[src/rtl/alu_seq_ctrl.sv]
// Sequencing controller in front of a combinational 32-bit ALU: issues one op, holds
// inputs for SETTLE_CYCLES, captures the result. `ALU_SEQ_WIDE_EN adds two-pass 64-bit arithmetic.
module alu_seq_ctrl #(
    parameter int unsigned SETTLE_CYCLES = 1
) (
    input  logic        clk,
    input  logic        rst_n,
    input  logic        req_valid_i,
    output logic        req_ready_o,
    input  logic [5:0]  req_op_i,
    input  logic [31:0] req_a_i,
    input  logic [31:0] req_b_i,
    input  logic        req_cin_i,
`ifdef ALU_SEQ_WIDE_EN
    input  logic        req_wide_i,
    input  logic [31:0] req_a_hi_i,
    input  logic [31:0] req_b_hi_i,
`endif
    output logic [31:0] alu_a_o,
    output logic [31:0] alu_b_o,
    output logic [5:0]  alu_opcode_o,
    output logic        alu_cin_o,
    input  logic [31:0] alu_ans_i,
    input  logic        alu_ans_opt_i,
    input  logic        alu_z_i,
    input  logic        alu_n_i,
    output logic        rsp_valid_o,
    input  logic        rsp_ready_i,
    output logic [31:0] rsp_ans_o,
`ifdef ALU_SEQ_WIDE_EN
    output logic [31:0] rsp_ans_hi_o,
`endif
    output logic        rsp_opt_o,
    output logic        rsp_z_o,
    output logic        rsp_n_o,
    output logic        rsp_err_o
);

    typedef enum logic [1:0] {
        ST_IDLE     = 2'd0,
        ST_DRIVE_LO = 2'd1,
        ST_DRIVE_HI = 2'd2,
        ST_RESP     = 2'd3
    } state_t;

    localparam logic [3:0] CNT_RELOAD = 4'(SETTLE_CYCLES - 32'd1);

    state_t      state_q, state_d;
    logic [3:0]  cnt_q, cnt_d;
    logic [31:0] alu_a_q, alu_a_d;
    logic [31:0] alu_b_q, alu_b_d;
    logic [5:0]  alu_op_q, alu_op_d;
    logic        alu_cin_q, alu_cin_d;
    logic [31:0] rsp_ans_q, rsp_ans_d;
    logic        rsp_opt_q, rsp_opt_d;
    logic        rsp_z_q, rsp_z_d;
    logic        rsp_n_q, rsp_n_d;
    logic        rsp_err_q, rsp_err_d;
    logic        wide_s;
    logic        illegal_s;
`ifdef ALU_SEQ_WIDE_EN
    logic        wide_q, wide_d;
    logic [31:0] a_hi_q, a_hi_d;
    logic [31:0] b_hi_q, b_hi_d;
    logic [31:0] rsp_ans_hi_q, rsp_ans_hi_d;

    assign wide_s = req_wide_i;
`else
    assign wide_s = 1'b0;
`endif

    // Class 00 is never issued; wide passes are only meaningful for arithmetic.
    always_comb begin
        illegal_s = 1'b0;
        if (req_op_i[5:4] == 2'b00) begin
            illegal_s = 1'b1;
        end else if (wide_s && (req_op_i[5:4] != 2'b01)) begin
            illegal_s = 1'b1;
        end else begin
            illegal_s = 1'b0;
        end
    end

    // Next-state and datapath register updates.
    always_comb begin
        state_d   = state_q;
        cnt_d     = cnt_q;
        alu_a_d   = alu_a_q;
        alu_b_d   = alu_b_q;
        alu_op_d  = alu_op_q;
        alu_cin_d = alu_cin_q;
        rsp_ans_d = rsp_ans_q;
        rsp_opt_d = rsp_opt_q;
        rsp_z_d   = rsp_z_q;
        rsp_n_d   = rsp_n_q;
        rsp_err_d = rsp_err_q;
`ifdef ALU_SEQ_WIDE_EN
        wide_d       = wide_q;
        a_hi_d       = a_hi_q;
        b_hi_d       = b_hi_q;
        rsp_ans_hi_d = rsp_ans_hi_q;
`endif
        case (state_q)
            ST_IDLE: begin
                if (req_valid_i) begin
                    if (illegal_s) begin
                        rsp_ans_d = 32'h0000_0000;
                        rsp_opt_d = 1'b0;
                        rsp_z_d   = 1'b0;
                        rsp_n_d   = 1'b0;
                        rsp_err_d = 1'b1;
`ifdef ALU_SEQ_WIDE_EN
                        rsp_ans_hi_d = 32'h0000_0000;
`endif
                        state_d   = ST_RESP;
                    end else begin
                        alu_a_d   = req_a_i;
                        alu_b_d   = req_b_i;
                        alu_op_d  = req_op_i;
                        alu_cin_d = req_cin_i;
                        cnt_d     = CNT_RELOAD;
`ifdef ALU_SEQ_WIDE_EN
                        wide_d    = req_wide_i;
                        a_hi_d    = req_a_hi_i;
                        b_hi_d    = req_b_hi_i;
`endif
                        state_d   = ST_DRIVE_LO;
                    end
                end else begin
                    state_d = ST_IDLE;
                end
            end
            ST_DRIVE_LO: begin
                if (cnt_q != 4'd0) begin
                    cnt_d = cnt_q - 4'd1;
                end else begin
                    rsp_ans_d = alu_ans_i;
                    rsp_opt_d = alu_ans_opt_i;
                    rsp_z_d   = alu_z_i;
                    rsp_n_d   = alu_n_i;
                    rsp_err_d = 1'b0;
`ifdef ALU_SEQ_WIDE_EN
                    rsp_ans_hi_d = 32'h0000_0000;
                    if (wide_q) begin
                        // Carry/borrow of the low word chains into the high pass.
                        alu_a_d   = a_hi_q;
                        alu_b_d   = b_hi_q;
                        alu_cin_d = alu_ans_opt_i;
                        cnt_d     = CNT_RELOAD;
                        state_d   = ST_DRIVE_HI;
                    end else begin
                        state_d   = ST_RESP;
                    end
`else
                    state_d = ST_RESP;
`endif
                end
            end
`ifdef ALU_SEQ_WIDE_EN
            ST_DRIVE_HI: begin
                if (cnt_q != 4'd0) begin
                    cnt_d = cnt_q - 4'd1;
                end else begin
                    rsp_ans_hi_d = alu_ans_i;
                    rsp_opt_d    = alu_ans_opt_i;
                    rsp_z_d      = rsp_z_q & alu_z_i;
                    rsp_n_d      = alu_n_i;
                    state_d      = ST_RESP;
                end
            end
`endif
            ST_RESP: begin
                if (rsp_ready_i) begin
                    alu_op_d = 6'b000000;
                    state_d  = ST_IDLE;
                end else begin
                    state_d  = ST_RESP;
                end
            end
            default: begin
                alu_op_d = 6'b000000;
                state_d  = ST_IDLE;
            end
        endcase
    end

    // State and datapath registers with synchronous active-low reset.
    always_ff @(posedge clk) begin
        if (!rst_n) begin
            state_q   <= ST_IDLE;
            cnt_q     <= 4'd0;
            alu_a_q   <= 32'h0000_0000;
            alu_b_q   <= 32'h0000_0000;
            alu_op_q  <= 6'b000000;
            alu_cin_q <= 1'b0;
            rsp_ans_q <= 32'h0000_0000;
            rsp_opt_q <= 1'b0;
            rsp_z_q   <= 1'b0;
            rsp_n_q   <= 1'b0;
            rsp_err_q <= 1'b0;
`ifdef ALU_SEQ_WIDE_EN
            wide_q       <= 1'b0;
            a_hi_q       <= 32'h0000_0000;
            b_hi_q       <= 32'h0000_0000;
            rsp_ans_hi_q <= 32'h0000_0000;
`endif
        end else begin
            state_q   <= state_d;
            cnt_q     <= cnt_d;
            alu_a_q   <= alu_a_d;
            alu_b_q   <= alu_b_d;
            alu_op_q  <= alu_op_d;
            alu_cin_q <= alu_cin_d;
            rsp_ans_q <= rsp_ans_d;
            rsp_opt_q <= rsp_opt_d;
            rsp_z_q   <= rsp_z_d;
            rsp_n_q   <= rsp_n_d;
            rsp_err_q <= rsp_err_d;
`ifdef ALU_SEQ_WIDE_EN
            wide_q       <= wide_d;
            a_hi_q       <= a_hi_d;
            b_hi_q       <= b_hi_d;
            rsp_ans_hi_q <= rsp_ans_hi_d;
`endif
        end
    end

    assign req_ready_o  = (state_q == ST_IDLE);
    assign rsp_valid_o  = (state_q == ST_RESP);
    assign alu_a_o      = alu_a_q;
    assign alu_b_o      = alu_b_q;
    assign alu_opcode_o = alu_op_q;
    assign alu_cin_o    = alu_cin_q;
    assign rsp_ans_o    = rsp_ans_q;
    assign rsp_opt_o    = rsp_opt_q;
    assign rsp_z_o      = rsp_z_q;
    assign rsp_n_o      = rsp_n_q;
    assign rsp_err_o    = rsp_err_q;
`ifdef ALU_SEQ_WIDE_EN
    assign rsp_ans_hi_o = rsp_ans_hi_q;
`endif

endmodule
[config.mk]
export PLATFORM = sky130hd
export DESIGN_NAME = alu_seq_ctrl
export DESIGN_NICKNAME = d
export VERILOG_FILES = /design/src/rtl/alu_seq_ctrl.sv
export SDC_FILE = /design/constraint.sdc
export NUM_CORES = 1
export LEC_CHECK = 0
export CAP_MARGIN = 5
export CORE_ASPECT_RATIO = 0.8
export CORE_MARGIN = 2
export CORE_UTILIZATION = 55
export DETAILED_ROUTE_END_ITERATION = 7
export DONT_BUFFER_PORTS = 1
export HOLD_SLACK_MARGIN = 0.15
export PLACE_DENSITY_LB_ADDON = 0.12
export SYNTH_ARGS = -nofsm -noshare
export SYNTH_HDL_FRONTEND = slang
export SYNTH_SLANG_ARGS = --single-unit
export TNS_END_PERCENT = 50
[constraint.sdc]
create_clock -name clk -period 2.94 [get_ports clk]
set_input_delay 0.588 -clock clk [delete_from_list [all_inputs] [get_ports clk]]
set_output_delay 0.588 -clock clk [all_outputs]
set_load 0.01 [all_outputs]
==> qor.yml <==
setup_viol: 0
total_power_mw: 4.03
die-area_um2: 9700
hold_viol: 0
vias_per_cell: 6.29
grt_antenna_before_repair: 0
path_max_fanout: 12
hpwl_um: 7760
async_reset_ff_share_pct: 0
port-buffer-count: 0
slew-limit-headroom_pct: 23.3
slowest_stage: "dfxtp_1"
crit_arrival_ns: 1.71
finalCritPeriodShare_pct: 78.2
status: "complete, no violations"
firstDrtPassIters: 6
crit_chain: "clkinv_1 > nor2_1"
crit_type: "reg2out"
grt_pass1_wl_um: 18400
coreArea_um2: 8560
cts_tree: "built"
ys_ff_latch: 113
gp_congestion: 0.752
cp_top_family: "flip-flops"
syn2layout_area_growth_pct: 8.72
postRouteAntennaNets: 0
die_h_um: 88.5
synth-edff-count: 0
layout-drive-gt1-share_pct: 12.6
tightestPinTransition_ns: 1.15
min_path_type: "in2reg"
grt_max_degree: 80
num_antenna_cells: 0
rsz0062_at_grt: "false"
drc: 0
slew_violations: 0
skew_ns: 0.00902
vias: 4151
fillers: 761
clock-root-buffer: "clkbuf_8"
wl_um: 12300
cap_violations: 0
ir_worst_vdd_v: 0.000395
dr.first_iter.drc_count: 351
power_density_nw_per_um2: 756
yosys.cell_types.count: 41
cts.repair.resized: 0
clk_pin_slew_ns: 0.06
cts_made_buffers: 17
setup_tns_ns: 0
worstSetupStartpointType: "flip-flop"
htreeDepth: 4
cpPeakStageDelay_ns: 0.52
die_w_um: 110
syn-num-nets: 686
layout.nets: 648
ys_warn_count: 0
post-cts-setup-buffers: 0
fmax_mhz: 435
routedWlPerCell_um: 18.6
avgSynthCellArea_um2: 8.55
cp-end-kind: "output pin"
power.leakage_nw: 1.76
dpl_cell_area_um2: 4800
cts_hold_buf: 0
numClockSinks: 113
rows: 30
syn_inst: 574
first_global_vias: 3676
critPathBufInv: 1
clkLatencyLatePin_ns: 0.51
critical_path_required_ns: 2.35
track_usage_pct: 24.4
final_area_um2: 5340
grt_overflow: 0
period_needed_ns: 2.30
io_pins: 219
yosysSeqAreaShare_pct: 46.1
cts_buffer_depth: 2
ys.flop_type: "dfxtp_1"
initial_core_util_pct: 57.4
syn_area_um2: 4910
## cell type report
cell class	instances	area [um^2]	area share, %
clock buffer	25	484	9.07
clock inverter	6	55.1	1.03
inverter	6	27.5	0.516
multi-input combinational	390	2270	42.5
sequential	113	2260	42.4
tap	112	140	2.63
timing repair buffer	8	97.6	1.83
## power by group
group | switching, mW | total [mW] | internal (mW)
Clock | 0.648 | 1.84 | 1.20
Combinational | 0.293 | 0.412 | 0.119
Sequential | 0.131 | 1.78 | 1.65
Total | 1.07 | 4.03 | 2.96
## kinds of logic (layout without fill, tap and decap cells)
group,Yosys count,in the layout,synth area share (%)
AO/OA/AOI/OAI,190,190,24.7
buffers and inverters,71,45,7.95
adder cells (fa/ha/maj),2,2,0.510
AND/OR/NAND/NOR,198,198,20.8
flip-flops,113,113,46.1
## worst reg2reg max path, cell delays in order, from the launching register on
cell and delay (ns):
dfxtp_1 0.52, nand2b_1 0.68, or3_1 0.62, o221ai_1 0.09
## stage by stage
stage          std cells  hold WS (ns)  worst slack, ns  util (%)
2_1_floorplan        574         0.462             1.27         -
3_3_place_gp         629         0.487             1.02      56.1
3_5_place_dp         629         0.503            0.972      56.1
4_1_cts              660         0.185            0.633      62.4
5_1_grt              660         0.188            0.531      62.4
6_report             660         0.206            0.640      62.4
## cells in the final DEF (no fill, tap or decap), types with 3 or more instances in the layout
cell type / netlist / routed
nand3_1: 56 / 56
clkbuf_16: 0 / 16
nor2b_1: 3 / 3
clkbuf_8: 0 / 5
a21oi_2: 10 / 10
o221ai_1: 38 / 38
clkbuf_1: 35 / 4
nand3_2: 10 / 10
o21ai_0: 65 / 65
a21oi_1: 62 / 62
nor2_1: 3 / 3
dfxtp_1: 113 / 113
buf_4: 0 / 5
o221ai_2: 4 / 4
clkinv_2: 0 / 5
nand2_1: 76 / 76
or3_1: 35 / 35
nand4_1: 7 / 7
buf_12: 2 / 3
inv_1: 4 / 3
## synthesized netlist by cell type (3+ instances only)
master	number	area [um^2]
a21oi_1	62	310
a21oi_2	10	87.6
buf_1	3	11.3
buf_2	18	90.1
buf_6	4	45.0
buf_8	3	45.0
clkbuf_1	35	131
dfxtp_1	113	2260
inv_1	4	15.0
nand2_1	76	285
nand3_1	56	280
nand3_2	10	100
nand4_1	7	43.8
nor2_1	3	11.3
nor2b_1	3	18.8
o21ai_0	65	325
o221ai_1	38	333
o221ai_2	4	60.1
or3_1	35	219
## registers in the layout, indices dropped and copies added, names as in the netlist
signal,count
alu_opcode_o,6
rsp_err_o,1
alu_a_o,32
rsp_z_o,1
alu_cin_o,1
cnt_q,4
rsp_opt_o,1
alu_b_o,32
rsp_ans_o,32
state_q,2
rsp_n_o,1
## layer usage
metal  vias up  GRT usage (%)  wire [um]
met5         -              0          0
li1       2009              -          -
met4         0           11.5        250
met3        23           9.65       1240
met1      1950           29.7       4990
met2       169           38.0       5800
## worst paths after layout
kind	startpoint	end	slack (ns)	cells after the start
max	state_q[0]	rsp_valid_o	0.64	2
min	req_a_i[3]	alu_a_o[3]	0.21	2
max reg2reg	state_q[0]	rsp_z_o	0.94	3
min reg2reg	cnt_q[1]	cnt_q[1]	0.51	2
(Power assumes the default switching activity.)
